--- src/rtl/prbs_pkg.sv ---
// Shared constants, polynomial codes and tap helpers for the PRBS generator and its loopback checker.
package prbs_pkg;

    localparam int LFSR_MAX     = 31;
    localparam int LOCK_MATCHES = 32;
    localparam int UNLOCK_ERRS  = 4;
    localparam int CTRL_EN_BIT  = 7;
    localparam int CTRL_INV_BIT = 6;

    localparam logic [LFSR_MAX-1:0] SEED = '1;

    typedef enum logic [2:0] {
        POLY_PRBS7  = 3'd0,
        POLY_PRBS9  = 3'd1,
        POLY_PRBS15 = 3'd2,
        POLY_PRBS23 = 3'd3,
        POLY_PRBS31 = 3'd4
    } poly_e;

    typedef enum logic {
        CHK_HUNT   = 1'b0,
        CHK_LOCKED = 1'b1
    } chk_state_e;

    // Tap indices per polynomial, indexed by poly_e; TAP_HI is also N-1.
    localparam int TAP_HI [5] = '{6, 8, 14, 22, 30};
    localparam int TAP_LO [5] = '{5, 4, 13, 17, 27};

    function automatic poly_e decode_poly(input logic [2:0] sel);
        poly_e p;
        case (sel)
            3'd1:    p = POLY_PRBS9;
            3'd2:    p = POLY_PRBS15;
            3'd3:    p = POLY_PRBS23;
            3'd4:    p = POLY_PRBS31;
            default: p = POLY_PRBS7;
        endcase
        return p;
    endfunction

    function automatic logic tap_fb(input logic [LFSR_MAX-1:0] r, input poly_e p);
        return r[TAP_HI[int'(p)]] ^ r[TAP_LO[int'(p)]];
    endfunction

    // Ones in the low N bits of the selected polynomial.
    function automatic logic [LFSR_MAX-1:0] low_mask(input poly_e p);
        return SEED >> (LFSR_MAX - 1 - TAP_HI[int'(p)]);
    endfunction

endpackage

--- src/rtl/prbs_checker.sv ---
// Self-synchronising loopback checker: HUNT/LOCKED FSM, private shift register, saturating error count.
module prbs_checker
    import prbs_pkg::*;
#(
    parameter int DATA_WIDTH = 8,
    parameter int LFSR_WIDTH = LFSR_MAX
) (
    input  logic                  clk,
    input  logic                  rst_n,
    input  logic                  en,
    input  logic                  poly_chg,
    input  poly_e                 poly,
    input  logic                  inv,
    input  logic                  stb,
    input  logic                  chk_i,
    output logic [DATA_WIDTH-1:0] err_cnt_o,
    output chk_state_e            state_o
);

    chk_state_e            state_q, state_d;
    logic [4:0]            match_q, match_d;
    logic [1:0]            miss_q, miss_d;
    logic [LFSR_WIDTH-1:0] sreg_q;
    logic [DATA_WIDTH-1:0] err_q;
    logic                  expected;
    logic                  mismatch;
    logic                  err_inc;

    // The register holds raw (possibly inverted) bits; XOR of two inverted taps cancels the inversion.
    assign expected = tap_fb(sreg_q, poly) ^ inv;
    assign mismatch = (chk_i != expected);

    always_comb begin
        state_d = state_q;
        match_d = match_q;
        miss_d  = miss_q;
        err_inc = 1'b0;
        if (!en || poly_chg) begin
            state_d = CHK_HUNT;
            match_d = '0;
            miss_d  = '0;
        end else if (stb) begin
            case (state_q)
                CHK_HUNT: begin
                    if (mismatch) begin
                        match_d = '0;
                    end else if (match_q == 5'(LOCK_MATCHES - 1)) begin
                        state_d = CHK_LOCKED;
                        match_d = '0;
                        miss_d  = '0;
                    end else begin
                        match_d = match_q + 5'd1;
                    end
                end
                CHK_LOCKED: begin
                    err_inc = mismatch;
                    if (!mismatch) begin
                        miss_d = '0;
                    end else if (miss_q == 2'(UNLOCK_ERRS - 1)) begin
                        state_d = CHK_HUNT;
                        miss_d  = '0;
                        match_d = '0;
                    end else begin
                        miss_d = miss_q + 2'd1;
                    end
                end
                default: state_d = CHK_HUNT;
            endcase
        end
    end

    always_ff @(posedge clk) begin
        if (!rst_n) begin
            state_q <= CHK_HUNT;
            match_q <= '0;
            miss_q  <= '0;
            sreg_q  <= SEED;
            err_q   <= '0;
        end else begin
            state_q <= state_d;
            match_q <= match_d;
            miss_q  <= miss_d;
            if (!en || poly_chg) begin
                sreg_q <= SEED;
            end else if (stb) begin
                sreg_q <= {sreg_q[LFSR_WIDTH-2:0], chk_i};
            end
            // Poly change drops lock but keeps the count; only disable clears it.
            if (!en) begin
                err_q <= '0;
            end else if (err_inc && (err_q != '1)) begin
                err_q <= err_q + 1'b1;
            end
        end
    end

    assign err_cnt_o = err_q;
    assign state_o   = state_q;

endmodule

--- src/rtl/prbs_gen.sv ---
// Programmable PRBS generator: bit-rate divider, Fibonacci LFSR, reseed logic.
// Optional loopback checker compiled in when PRBS_CHECKER_EN is defined.
module prbs_gen
    import prbs_pkg::*;
#(
    parameter int DATA_WIDTH = 8,
    parameter int LFSR_WIDTH = LFSR_MAX
) (
    input  logic                  clk,
    input  logic                  rst_n,
    input  logic [DATA_WIDTH-1:0] cfg_div,
    input  logic [DATA_WIDTH-1:0] cfg_ctrl,
    output logic                  prbs_o,
    output logic                  bit_stb_o,
    input  logic                  chk_i,
    output logic [DATA_WIDTH-1:0] err_cnt_o,
    output logic                  lock_o
);

    logic                  en;
    logic                  inv;
    poly_e                 poly;
    logic [2:0]            sel_q;
    logic                  poly_chg;
    logic [DATA_WIDTH-1:0] div_cnt;
    logic [LFSR_WIDTH-1:0] lfsr;
    logic                  strobe;
    logic                  fb;
    logic                  zero_state;
    logic                  prbs_q;
    logic                  stb_q;
    logic                  unused_ctrl;

    assign en          = cfg_ctrl[CTRL_EN_BIT];
    assign inv         = cfg_ctrl[CTRL_INV_BIT];
    assign poly        = decode_poly(cfg_ctrl[2:0]);
    assign poly_chg    = (cfg_ctrl[2:0] != sel_q);
    assign unused_ctrl = ^cfg_ctrl[5:3];

    // >= rather than == so a shrinking cfg_div strobes at once instead of wrapping.
    assign strobe     = (div_cnt >= cfg_div);
    assign fb         = tap_fb(lfsr, poly);
    assign zero_state = ((lfsr & low_mask(poly)) == '0);

    // Previous-cycle select, tracked unconditionally so reset never looks like a change.
    always_ff @(posedge clk) begin
        sel_q <= cfg_ctrl[2:0];
    end

    always_ff @(posedge clk) begin
        if (!rst_n || !en) begin
            div_cnt <= '0;
            lfsr    <= SEED;
            prbs_q  <= 1'b0;
            stb_q   <= 1'b0;
        end else if (poly_chg) begin
            div_cnt <= '0;
            lfsr    <= SEED;
            stb_q   <= 1'b0;
        end else if (strobe) begin
            div_cnt <= '0;
            stb_q   <= 1'b1;
            prbs_q  <= fb ^ inv;
            lfsr    <= zero_state ? SEED : {lfsr[LFSR_WIDTH-2:0], fb};
        end else begin
            div_cnt <= div_cnt + 1'b1;
            stb_q   <= 1'b0;
        end
    end

    // bit_stb_o is high for exactly the one cycle in which prbs_o carries a freshly
    // shifted bit; a consumer samples prbs_o (or the looped-back chk_i) only then.
    assign prbs_o    = prbs_q;
    assign bit_stb_o = stb_q;

`ifdef PRBS_CHECKER_EN
    chk_state_e chk_state;

    prbs_checker #(
        .DATA_WIDTH (DATA_WIDTH),
        .LFSR_WIDTH (LFSR_WIDTH)
    ) u_checker (
        .clk       (clk),
        .rst_n     (rst_n),
        .en        (en),
        .poly_chg  (poly_chg),
        .poly      (poly),
        .inv       (inv),
        .stb       (stb_q),
        .chk_i     (chk_i),
        .err_cnt_o (err_cnt_o),
        .state_o   (chk_state)
    );

    assign lock_o = (chk_state == CHK_LOCKED);
`else
    logic unused_chk;

    assign unused_chk = chk_i;
    assign err_cnt_o  = '0;
    assign lock_o     = 1'b0;
`endif

endmodule

--- config.mk ---
export PLATFORM = sky130hd
export DESIGN_NAME = prbs_gen
export DESIGN_NICKNAME = d
export VERILOG_FILES = /design/src/rtl/prbs_pkg.sv /design/src/rtl/prbs_checker.sv /design/src/rtl/prbs_gen.sv
export SDC_FILE = /design/constraint.sdc
export NUM_CORES = 1
export LEC_CHECK = 0
export ABC_AREA = 1
export CAP_MARGIN = 5
export CORE_ASPECT_RATIO = 0.9
export CORE_MARGIN = 2
export CORE_UTILIZATION = 55
export CTS_CLUSTER_SIZE = 16
export DETAILED_ROUTE_END_ITERATION = 12
export PLACE_DENSITY = 0.78
export SYNTH_ARGS = -nofsm -noshare
export SYNTH_HDL_FRONTEND = slang
export SYNTH_SLANG_ARGS = --single-unit
--- constraint.sdc ---
create_clock -name clk -period 2.87 [get_ports clk]
set_input_delay 0.861 -clock clk [delete_from_list [all_inputs] [get_ports clk]]
set_output_delay 0.861 -clock clk [all_outputs]
set_load 0.03 [all_outputs]
==> run_results.csv <==
group,metric,value,unit
status,status,"finished, final reports clean",
layout,antenna_cells,0,
synthesis,synth_top_family_by_area,"simple AND/OR/NAND/NOR gates",
timing,rsz0062_at_grt,"false",
run,maxCapViolCount,0,
timing,skew,7.82,ps
routing,drt_iter0_markers,97,
clock_network,cts_tree,"done",
layout,layout_commonest_cell,"nand2_1",
setup_path,end_kind,"flip-flop",
timing,setup_violations,0,
synthesis,ys_seq_area_share,33.4,%
grt,global_route.usage.met2,33.6,%
setup_path,arrival,2800,ps
clock_network,clk_latency,310,ps
grt,grt_pass1_wl,8910,microns
layout,drive_gt1_share,13.1,%
power_and_ir_drop,vdd.ir_drop.worst,273,uV
timing,post-route-period-util,90.3,%
routing,drtAntennaViolNets,0,
power_and_ir_drop,p_sw_share,26.1,%
placed_design,dp_cells,466,
floorplanning,row_count,23,
floorplanning,dieHeight,69.7,microns
timing,holdWs,499,ps
floorplanning,initial_core_util,58.3,%
synthesis,synth_compound_area_share,2.56,%
setup_path,start_kind,"input pin",
floorplanning,dieArea,0.00536,sq mm
routing,vias,2200,
placed_design,hpwl,3820,microns
grt,grt_max_degree,21,
clock_network,numCtsBuffers,5,
grt,grt_pass1_vias,2129,
layout,layout_common_cells,"106 x nand2_1, 88 x inv_1, 44 x dfxtp_1",
layout,fin_util,66.1,%
power_and_ir_drop,total_leakage_power,1.63,nW
hold_path,hold_path.class,"reg -> reg",
synthesis,synth_xor_area_share,1.99,%
grt,grt.total_usage,20.3,%
timing,hold_violations,0,
clock_network,cts_hold_buf,0,
routing,wirelength,4810,microns
clock_network,clock-root-buffer,"clkbuf_8",
power_and_ir_drop,powerDensity,378,mW/mm^2
grt,antenna_found_initial,0,
synthesis,synth_cells,383,
clock_network,clkTransAtPathRegs,80,ps
synthesis,syn_avg_cell_area,6.88,sq um
clock_network,post_cts_buffers,0,
grt,grt_most_used_layer,"met2",
grt,grtUsageMet3,4.04,%
power_and_ir_drop,p_int,835,uW
floorplanning,ios,30,
grt,use_met1,25.7,%
timing,finalMaxSlewViolations,0,
synthesis,synth_mux_area_share,0,%
floorplanning,die_w,77.0,microns
layout,stdcell_count,474,
setup_path,required,3080,ps
synthesis,yosysUniqueCellTypes,31,
power_and_ir_drop,p_clk_share,35.1,%
power_and_ir_drop,p_switching,295,uW
synthesis,netlist_area,0.00264,sq mm
timing,max_freq,0.386,GHz
clock_network,cts_max_path_buffers,2,
placed_design,gp_congestion,0.907,
synthesis,yosysWarnings,0,
timing,period_minus_slack,2590,ps
power_and_ir_drop,p_seq_share,54.3,%
clock_network,cts.sinks,44,
setup_path,worstSetupPathType,"in -> reg",
power_and_ir_drop,total_power,1.13,mW
layout,syn_to_final_growth,13.4,%
placed_design,io_buffers,16,
clock_network,cts_resized,0,
synthesis,synth_fa_ha_area_share,5.70,%
clock_network,htreeDepth,2,
synthesis,ys_ff_latch,44,
synthesis,yosys.area_share.simple,37.2,%
routing,viasPerCell,4.64,
routing,avgRoutedWirePerCell,10.1,microns
layout,nNetsFinal,442,
grt,grt_overflow_total,0,
floorplanning,core_area,0.00452,sq mm
routing,firstDrtPassIters,4,
setup_path,cp_max_fo,5,
power_and_ir_drop,p_comb_share,10.6,%
routing,drc,0,
[state kept, by name, indices dropped and copies added, names as in the netlist]
signal and cells:
div_cnt 8, prbs_o 1, bit_stb_o 1, sel_q 3, lfsr 31
[area by class of cell]
cell class,count,area [sq um]
multi-input cells,239,1280
inverters,89,334
clock buffers,5,68.8
repair buffers,32,318
fillers,417,1530
flip-flops and latches,44,881
clock inverters,3,23.8
well taps,62,77.6
[power groups by stage]
stage                     clock, mW  sequential, mW  combinational, mW
final                         0.397           0.614              0.120
after global routing          0.430           0.614              0.136
after detailed placement          0           0.628              0.119
after CTS                     0.410           0.614              0.120
after global placement            0           0.628              0.116
after floorplan                   0           0.628             0.0863
[logic make-up after synthesis]
logic type / Yosys count
adders and majority gates: 12
other: 1
buffers and inverters: 108
and+or+nand+nor: 200
DFF: 44
xor gates and xnor gates: 6
AOI/OAI and AO/OA: 12
[layer usage]
metal	wire length [microns]	share of wire [%]
met4	95	2.0
met5	0	0
met1	2390	50
met2	2130	44
met3	189	3.9
[cell usage after synthesis, drive strengths merged]
cell type / instances / area [sq um]
a21oi: 6 / 33.8
buf: 16 / 124
clkbuf: 3 / 41.3
conb: 1 / 3.75
dfxtp: 44 / 881
ha: 12 / 150
inv: 89 / 334
nand2: 109 / 422
nand3: 54 / 370
nand3b: 1 / 7.51
nand4: 8 / 50.1
nor2: 21 / 91.3
nor3: 3 / 15.0
nor4: 1 / 6.26
o211ai: 1 / 7.51
o21ai: 4 / 20.0
o22ai: 1 / 6.26
or2: 3 / 18.8
xnor2: 4 / 35.0
xor2: 2 / 17.5
[worst paths after layout]
| path | start | to | slack (ps) | cells after the start |
|---|---|---|---|---|
| max | cfg_ctrl[2] | prbs_o | 280 | 17 |
| min | div_cnt[0] | div_cnt[0] | 500 | 1 |
| min reg2reg | div_cnt[0] | div_cnt[0] | 500 | 1 |
| max reg2reg | div_cnt[5] | lfsr[24] | 990 | 11 |
[worst max-delay path, stage by stage]
cell             delay (ps)
clkdlybuf4s50_1         470
inv_1                    50
nand2_1                  70
inv_1                    60
ha_1                    260
inv_1                   140
nand2_1                  70
nand3_1                  60
nand2_1                  60
nand2_1                  80
nand2_1                  50
nor2_1                  130
nand3_1                 120
nand3b_1                120
nand3_1                  90
nand2_1                  60
inv_1                    30
[through the flow]
step	cell area, sq um	setup slack (ps)	setup TNS, ps
finish	2990	278	0
global route	2990	49.1	0
CTS	2990	274	0
detailed placement	2900	-25.1	-116
global placement	2900	3.68	0
floorplan	2670	608	0
Note: power is estimated with default switching activity, not from simulation.
